===== src/rtl/led_frame_streamer.sv =====
// One-wire LED frame streamer: fetches NUM_LEDS GRB words from a bank of a
// registered ROM and serialises them MSB first as pulse-width coded bits.
module led_frame_streamer #(
  parameter int NUM_LEDS   = 20,
  parameter int BANK0_BASE = 0,
  parameter int BANK1_BASE = 100,
  parameter int T0H        = 20,
  parameter int T1H        = 40,
  parameter int T_BIT      = 63,
  parameter int T_RESET    = 3000
) (
  input  logic        i_clk,
  input  logic        i_rst,
  input  logic        i_start,
  input  logic        i_bank,
  output logic [7:0]  o_rom_addr,
  output logic        o_rom_ren,
  input  logic [23:0] i_rom_data,
  output logic        o_dout,
  output logic        o_busy,
  output logic        o_done
);

  localparam int CMAX = (T_BIT > T_RESET) ? T_BIT : T_RESET;
  localparam int CW   = $clog2(CMAX + 1);
  localparam int IW   = (NUM_LEDS > 1) ? $clog2(NUM_LEDS) : 1;

  localparam logic [CW-1:0] T0H_END   = CW'(T0H - 1);
  localparam logic [CW-1:0] T1H_END   = CW'(T1H - 1);
  localparam logic [CW-1:0] TBIT_END  = CW'(T_BIT - 1);
  localparam logic [CW-1:0] TRST_END  = CW'(T_RESET - 1);
  localparam logic [CW-1:0] TRST_DONE = CW'(T_RESET - 2);
  localparam logic [IW-1:0] LAST_IDX  = IW'(NUM_LEDS - 1);

  typedef enum logic [2:0] {
    IDLE, FETCH, LOAD, SEND_HIGH, SEND_LOW, LATCH
  } state_t;

  state_t         state;
  logic           bank;
  logic [IW-1:0]  idx;
  logic [23:0]    shreg;
  logic [4:0]     bitcnt;
  logic [CW-1:0]  timer;

  function automatic logic [7:0] word_addr(input logic sel, input logic [IW-1:0] led);
    return 8'((sel ? BANK1_BASE : BANK0_BASE) + int'(led));
  endfunction

  // Frame sequencer; all outputs are registered alongside the state.
  always_ff @(posedge i_clk or posedge i_rst) begin
    if (i_rst) begin
      state      <= IDLE;
      bank       <= 1'b0;
      idx        <= '0;
      shreg      <= 24'h000000;
      bitcnt     <= 5'd0;
      timer      <= '0;
      o_rom_addr <= 8'h00;
      o_rom_ren  <= 1'b0;
      o_dout     <= 1'b0;
      o_busy     <= 1'b0;
      o_done     <= 1'b0;
    end else begin
      case (state)
        IDLE: begin
          o_dout <= 1'b0;
          o_done <= 1'b0;
          if (i_start) begin
            bank       <= i_bank;
            idx        <= '0;
            o_busy     <= 1'b1;
            o_rom_ren  <= 1'b1;
            o_rom_addr <= word_addr(i_bank, '0);
            state      <= FETCH;
          end else begin
            o_busy <= 1'b0;
          end
        end
        FETCH: begin
          state <= LOAD;
        end
        LOAD: begin
          // ROM data registered from the FETCH-cycle address is valid now.
          shreg      <= i_rom_data;
          bitcnt     <= 5'd0;
          timer      <= '0;
          o_rom_ren  <= 1'b0;
          o_rom_addr <= 8'h00;
          o_dout     <= 1'b1;
          state      <= SEND_HIGH;
        end
        SEND_HIGH: begin
          timer <= timer + CW'(1);
          if (timer == (shreg[23] ? T1H_END : T0H_END)) begin
            o_dout <= 1'b0;
            state  <= SEND_LOW;
          end else begin
            o_dout <= 1'b1;
          end
        end
        SEND_LOW: begin
          o_dout <= 1'b0;
          if (timer != TBIT_END) begin
            timer <= timer + CW'(1);
          end else if (bitcnt != 5'd23) begin
            shreg  <= {shreg[22:0], 1'b0};
            bitcnt <= bitcnt + 5'd1;
            timer  <= '0;
            o_dout <= 1'b1;
            state  <= SEND_HIGH;
          end else if (idx != LAST_IDX) begin
            idx        <= idx + IW'(1);
            o_rom_ren  <= 1'b1;
            o_rom_addr <= word_addr(bank, idx + IW'(1));
            state      <= FETCH;
          end else begin
            timer  <= '0;
            o_done <= (T_RESET == 1);
            state  <= LATCH;
          end
        end
        LATCH: begin
          o_dout <= 1'b0;
          if (timer == TRST_END) begin
            timer  <= '0;
            o_busy <= 1'b0;
            o_done <= 1'b0;
            state  <= IDLE;
          end else begin
            timer  <= timer + CW'(1);
            o_done <= (timer == TRST_DONE);
          end
        end
        default: begin
          state      <= IDLE;
          o_rom_ren  <= 1'b0;
          o_rom_addr <= 8'h00;
          o_dout     <= 1'b0;
          o_busy     <= 1'b0;
          o_done     <= 1'b0;
        end
      endcase
    end
  end

endmodule

===== config.mk =====
export PLATFORM = sky130hd
export DESIGN_NAME = led_frame_streamer
export DESIGN_NICKNAME = d
export VERILOG_FILES = /design/src/rtl/led_frame_streamer.sv
export SDC_FILE = /design/constraint.sdc
export NUM_CORES = 1
export LEC_CHECK = 0
export CAP_MARGIN = 20
export CORE_ASPECT_RATIO = 1.2
export CORE_UTILIZATION = 30
export CTS_BUF_LIST = sky130_fd_sc_hd__clkbuf_8 sky130_fd_sc_hd__clkbuf_16
export CTS_CLUSTER_SIZE = 10
export DETAILED_ROUTE_END_ITERATION = 10
export GPL_TIMING_DRIVEN = 0
export SLEW_MARGIN = 5
export SYNTH_ARGS = -nofsm -noshare
export SYNTH_HDL_FRONTEND = slang
export SYNTH_SLANG_ARGS = --single-unit

===== constraint.sdc =====
create_clock -name i_clk -period 4.1 [get_ports i_clk]
set_input_delay 0.82 -clock i_clk [delete_from_list [all_inputs] [get_ports i_clk]]
set_output_delay 0.82 -clock i_clk [all_outputs]
set_load 0.01 [all_outputs]

==> results, run 1 <==
- The flow ran to the end, and the final reports show no timing, DRC or antenna violations.
- Yosys mapped a number of flops with a built-in enable equal to 0.
- The antenna diode instance count is 0.
- In the routed design, unresolved DRC markers number 0.
- TritonCTS created 9 clock buffers.
- The highest achievable clock rate is 417 MHz.
- The type of the setup path with the least slack is reg -> reg.
- The cell with the largest stage delay on the worst path is dfrtp_1.
- The post-route clock skew is 0.00827 ns.
- The initial DRC count is 128.
- For this design the static power due to leakage is 1.75 nW.
- The final weighted congestion in routability-driven placement is 0.804.
- STA puts the critical path data required time at 4.28 ns.
- The clock passes through at most 2 buffers.
- The peak ir drop on the vdd network is 0.245 mV.
- The total overflow left after global routing is 0.
- Walking the worst path, the cells encountered are nor4_4 -> nand4_2 -> or3_4 -> or2_2 -> nand3_1 -> o311ai_0.
- The count of final max-slew check failures was 0.
- The worst-case headroom to the max-slew limit is 0.476.
- The commonest non-fill, non-tap cell in the layout is nand2_1.
- The total vias in the final route is 2717.
- In this run the worst hold path is classified as reg -> reg.
- The global-route wire length before repair is 12900 µm.
- The count of buffer and inverter cells on the critical path is 0.
- CTS saw 62 sinks.
- The largest driver fanout on the critical path is 8.
- Dividing total power by cell area gives a power density of 654 nW/µm².
- The type of element launching the critical path is a flip-flop.
- The count of final setup violators is 0.
- The number of distinct standard cells referenced by the synthesized netlist is 51.
- In the layout the commonest cells are nand2_1 (67), dfrtp_1 (62), nor2_1 (52).
- The HPWL after detailed placement is 5390 µm.
- The cell area after synthesis is 3160 µm².
- The number of vias per cell is 5.08.
- The clock tree from TritonCTS is built.
- The proportion of register bits with asynchronous set or reset after synthesis is 1.00.
- The area of the die is 11000 µm².
- The maximum level of the CTS H-tree is 3.
- The number of input and output port buffers inserted is 39.
- The fraction of final layout cells with drive strength greater than 1 is 0.0807.
- Across every metal layer, demand over resource in global routing totals 0.152.
- During synthesis, Yosys emitted a total of 0 warnings.
- The insertion delay to the later sink of the worst-skew pair is 0.32 ns.
- The initial antenna violation count was 0.
- Entering global routing, the biggest net connects 63 pins.
- The largest delay contributor family on the critical path is simple AND/OR/NAND/NOR gates.
- Dividing the synthesized area by the synthesized cell count gives 8.90 µm².
- The final wirelength is 7590 µm.
- Setup repair after global routing left no endpoint under its margin.
- The minimum clock period after layout is 2.40 ns.
- Max-cap violations in this run came to 0.
- The data arrival time of the worst path is 2.58 ns.
- Before antenna repair, the detailed router went through 4 iterations.
- The count of antenna-violating nets left after detailed routing is 0.
- Summed over all failing endpoints, the final setup total negative slack is 0 ns.
- The primary flip-flop cell chosen by synthesis mapping is dfrtp_1.
- After clock tree synthesis, the clock-pin slew on the worst setup and hold paths is 0.05 ns.
- The part of the cycle the worst path needs is 0.585.
- The number of nets produced by synthesis is 390.
- The post-route cell area is 4070 µm².
- Measured along the y axis, the die boundary spans 114 µm.
- The number of global-route vias before repair is 2661.
- The final-report hold violation count is 0.
- The number of resized instances in the post-cts repair step is 0.
- Compared with the post-synthesis result, the final layout area differs by 28.7%.
- At the end of the flow, the number of nets in the layout was 440.
- The initial utilization of the core area, before any placement, comes to 0.313.
- The width of the chip is 95.7 µm.
- The core area is 10100 µm².
- The setup fix buffers added after clock tree synthesis is 0.
- The post-synthesis sequential area ratio is 0.491.
- In this run the core area contains 40 standard-cell rows.
- The I/O pin count is 40.
- The placed standard-cell area is 3710 µm².
- In the final routed layout, each cell accounts on average for 14.2 µm.
- Power comes to 2.66 mW.
- Synthesis produced 355 cells.
- The kind of end point of the critical path is a flip-flop.
- The buffer type at the clock tree root is clkbuf_16.
- The actual slew at the worst max-slew pin is 0.786 ns.
- On the worst path, the slowest cell contributes a delay of 0.46 ns.
- For this design, the CTS-stage hold fixing added 0 buffers.
- The post-synthesis register bit count is 62.
==> worst min-delay path, stage by stage, from the launching register on <==
cell and delay [ns]:
dfrtp_1 0.34, nand2_1 0.05, nand2_1 0.05
==> sequential cells by signal, indices dropped and copies added (netlist names) <==
name and flops:
o_rom_ren 1, idx 5, shreg 24, timer 12, state 3, bitcnt 5, o_dout 1, o_rom_addr 8
bank 1, o_busy 1, o_done 1
==> layout make-up <==
type / count / area [µm²]
Clock inverter: 3 / 90.1
Tap cell: 126 / 158
Fill cell: 1024 / 6040
Sequential cell: 62 / 1550
Buffer: 21 / 96.3
Multi-Input combinational cell: 262 / 1480
Timing Repair Buffer: 39 / 390
Inverter: 10 / 40.0
Clock buffer: 12 / 267
==> routing by layer <==
metal | share of wire | track usage
met5 | 0 | 0
met4 | 0.019 | 0.0537
met3 | 0.029 | 0.0359
met2 | 0.49 | 0.254
met1 | 0.46 | 0.191
==> path summary, 6_finish.rpt <==
| path | startpoint | to | slack (ns) | cells after the start |
|---|---|---|---|---|
| worst max-delay path | timer[7] | timer[10] | 1.70 | 6 |
| worst min-delay path | o_rom_addr[1] | o_rom_addr[1] | 0.47 | 2 |
| worst max register to register | timer[7] | timer[10] | 1.70 | 6 |
| worst min register to register | o_rom_addr[1] | o_rom_addr[1] | 0.47 | 2 |
| max in group asynchronous | i_rst | o_rom_addr[0] | 2.57 | 2 |
| min in group asynchronous | i_rst | timer[3] | 1.00 | 2 |
==> logic make-up (layout without fill, tap and decap cells) <==
kind of cell    count (synthesis)  in the layout  share of synthesized area
mux                             1              1                    0.00317
simple gates                  168            168                      0.245
buf+inv                        31             85                     0.0424
fa+ha+maj                       7              7                     0.0277
flops                          62             62                      0.491
compound gates                 78             78                      0.169
xor+xnor                        8              8                     0.0222
==> cells in the mapped netlist, types with 2 or more instances <==
library cell  instances  area, µm²
nand2b_1              2       12.5
o211ai_1              2       15.0
nor3b_1               2       15.0
or3_1                 2       12.5
xnor2_1               4       35.0
inv_1                10       37.5
o311ai_0              4       35.0
nor2b_1               2       12.5
o41ai_1               3       26.3
nand2_1              67        251
a211o_1               3       26.3
a21oi_1               3       15.0
o31ai_1               2       15.0
nand3_1              16       80.1
o21ai_0              17       85.1
a22o_1                6       52.6
ha_1                  7       87.6
dfrtp_1              62       1550
buf_2                 7       35.0
or2_2                 4       25.0
nor3_1                5       25.0
a21o_1                4       30.0
nand4b_1              2       17.5
nand3b_1              2       15.0
xor2_1                4       35.0
nor2_1               52        195
clkbuf_1             11       41.3
nand4_1               5       31.3
a31oi_1              13       81.3
o22ai_1              11       68.8
==> power breakdown <==
group / internal, mW / switching, mW
Combinational: 0.340 / 0.525
Clock: 0.640 / 0.260
Sequential: 0.787 / 0.111
==> through the flow <==
stage,util,hold slack (ns),std cells,setup slack (ns)
floorplan,-,0.466,355,1.74
global placement,0.367,0.458,520,0.515
detailed placement,0.367,0.472,520,1.44
CTS,0.402,0.482,535,1.67
global route,0.402,0.504,535,1.45
finish,0.402,0.467,535,1.70
(Power assumes the default switching activity.)
==> run 2: changes to the inputs <==
- clock period: 4.1 -> 2.3 ns (I/O delays scaled with it)
==> results, run 2 (synthesis results as in run 1) <==
- The count of final setup violators was 0 (unchanged).
- Clock tree synthesis selected as its root buffer the cell clkbuf_16.
- Setup repair after global routing left no endpoint under its margin.
- The length of the first detailed-routing pass in iterations came to 5 (+1).
- The area of the die came to 11000 µm² (unchanged).
- The maximum level of the CTS H-tree came to 3 (unchanged).
- The final-report hold violation count was 0 (unchanged).
- The post-route clock skew came to 0.00680 ns (-0.00147 ns).
- The HPWL after detailed placement is 5390 µm (unchanged).
- The total vias in the final route is 2729 (+0.44%).
- The largest driver fanout on the critical path is 10 (+2).
- TritonCTS built the clock tree.
- The number of input and output port buffers inserted is 39 (unchanged).
- The largest registers in the layout are shreg: 24 flops, timer: 12 flops, o_rom_addr: 8 flops.
- The initial standard-cell utilization of the core is 0.313 (unchanged).
- The share of the core filled with cells in the final layout came to 0.408 (+0.00532).
- The actual slew at the worst max-slew pin is 0.783 ns (-0.00313 ns).
- The core area is 10100 µm² (unchanged).
- The final-stage net count is 439 (-0.23%).
- The highest-utilization routing layer at the global route stage is met2.
- The met3 capacity usage during global routing is 0.0359 (unchanged).
- The TritonCTS sink count is 62 (unchanged).
- The insertion delay to the later sink of the worst-skew pair is 0.32 ns (about the same).
- The average wire per standard cell is 14.4 µm (+1.5%).
- The fraction of final layout cells with drive strength greater than 1 was 0.115 (+0.0345).
- The number of vias per cell came to 5.11 (+0.63%).
- The minimum clock period after layout came to 2.19 ns (-0.210 ns).
- The width of the chip was 95.7 µm (unchanged).
- The count of standard-cell rows is 40 (unchanged).
- The met2 usage came to 0.254 (+0.000476).
- The leakage power of the design is 1.77 nW (+0.94%).
- The setup slack of the critical path after layout was 0.112 ns (-1.59 ns).
- The type of the setup path with the least slack is reg -> reg.
- The flip-flop count of the largest register after layout is 24 (unchanged).
- The height of the die is 114 µm (unchanged).
- The number of placed cells counting well taps is 520 (unchanged).
- The initial DRC count is 100 (-22%).
- The peak ir drop on the vdd network is 0.441 mV (+80%).
- The count of antenna-violating nets left after detailed routing is 0 (unchanged).
- The fill cell total of the finished layout is 1017 (-0.68%).
- The type of element launching the critical path is a flip-flop.
- The antenna diode instance count is 0 (unchanged).
- The worst slack after detailed placement is -0.130 ns (-1.57 ns).
- The met1 track demand over resource came to 0.193 (+0.00126).
- The highest achievable clock rate was 457 MHz (+9.6%).
- In the layout the commonest cells are nand2_1 (67), dfrtp_1 (59), nor2_1 (51).
- The largest buffer count on any clock path came to 2 (unchanged).
- The final wirelength was 7700 µm (+1.4%).
- The clock buffer count from CTS came to 9 (unchanged).
- The worst-case headroom to the max-slew limit is 0.478 (+0.00209).
- The commonest non-fill, non-tap cell in the layout is nand2_1.
- The worst hold-check slack is 0.467 ns (-0.0000350 ns).
- The initial antenna violation count came to 0 (unchanged).
- The worst hold path class is reg -> reg.
- The count of final max-slew check failures is 0 (unchanged).
- The total power divided by cell area is 1170 nW/µm² (+79%).
- The register name with the most flops is shreg.
- The final weighted congestion in routability-driven placement was 0.804 (unchanged).
- The data arrival time of the worst path is 2.41 ns (-0.17 ns).
- The maximum number of pins on one net before global-route repair is 63 (unchanged).
- The total of max-cap violations came to 0 (unchanged).
- The worst setup path is captured at a flip-flop.
- The final global-route overflow total is 0 (unchanged).
- From synthesis to final layout, the design area changed by 30.4%.
- The run finished with clean final reports.
- The post-CTS clock slew at the launch and capture registers of the worst setup and hold paths is 0.05 ns (about the same).
- The residual DRC count was 0 (unchanged).
- The number of hold buffers added after CTS is 0 (unchanged).
- The part of the cycle the worst path needs is 0.952 (+0.367).
- The I/O pin count is 40 (unchanged).
- The global-route wire length before repair is 12900 µm (+0.16%).
- The number of global-route vias before repair is 2662 (+0.038%).
- The final total negative setup slack is 0 ns (unchanged).
- The global router's overall resource usage is 0.153 (+0.000278).
- The number of non-filler instances in the completed layout is 534 (-0.19%).
- The critical path data required time is 2.52 ns (-1.76 ns).
[run 2: changes by cell type in the layout (fill, tap and decap cells not counted), sizes merged]
cell / before / now
clkbuf: 24 / 23
[run 2: worst paths after layout]
| check | start | end | slack [ns] | cells past startpoint |
|---|---|---|---|---|
| max in group asynchronous | i_rst | timer[8] | 1.10 | 2 |
| min in group asynchronous | i_rst | timer[1] | 0.64 | 2 |
| hold / removal | o_rom_addr[1] | o_rom_addr[1] | 0.47 | 2 |
| hold reg to reg | o_rom_addr[1] | o_rom_addr[1] | 0.47 | 2 |
| setup / recovery | timer[11] | o_rom_addr[4] | 0.11 | 6 |
| setup reg to reg | timer[11] | o_rom_addr[4] | 0.11 | 6 |
[run 2: routing by layer]
metal  vias to the layer above  part of all wire
li1                       1345                 -
met1                      1317              0.46
met5                         -                 0
met3                         9             0.034
met4                         0             0.016
met2                        58              0.49
[run 2: final cells by class]
type                       instances  area (µm²)  area share
clock inverter                     3        90.1      0.0219
buffer                            20         111      0.0270
multi-input combinational        262        1510       0.366
inverter                          10        40.0     0.00971
timing repair buffer              39         390      0.0947
sequential                        62        1560       0.377
clock buffer                      12         267      0.0647
tap                              126         158      0.0383
[run 2: per-stage QoR]
stage                     power (mW)  area [µm²]
after floorplan                 2.67        3160
after detailed placement        3.17        3710
after global routing            5.15        4120
after CTS                       4.84        4090
final                           4.83        4120
after global placement          3.12        3710
[run 2: power by group]
part	internal, mW	switching (mW)	leakage [nW]
Combinational	0.660	0.962	0.816
Clock	1.14	0.463	0.175
Sequential	1.40	0.203	0.776
Total	3.20	1.63	1.77
[run 2: worst max-delay path, cell delays in order, from the launching register on]
cell,delay (ns)
dfrtp_2,0.44
nor4_4,0.33
nand4_2,0.21
or3_4,0.40
a2bb2oi_1,0.20
clkbuf_2,0.23
o31ai_1,0.27
[run 2: repair_timing]
item,4_1_cts,5_1_grt
endpoints found under the setup margin,33,45
resized for setup,7,17
pin swaps,1,4
gates cloned,0,0
buffers inserted,0,0
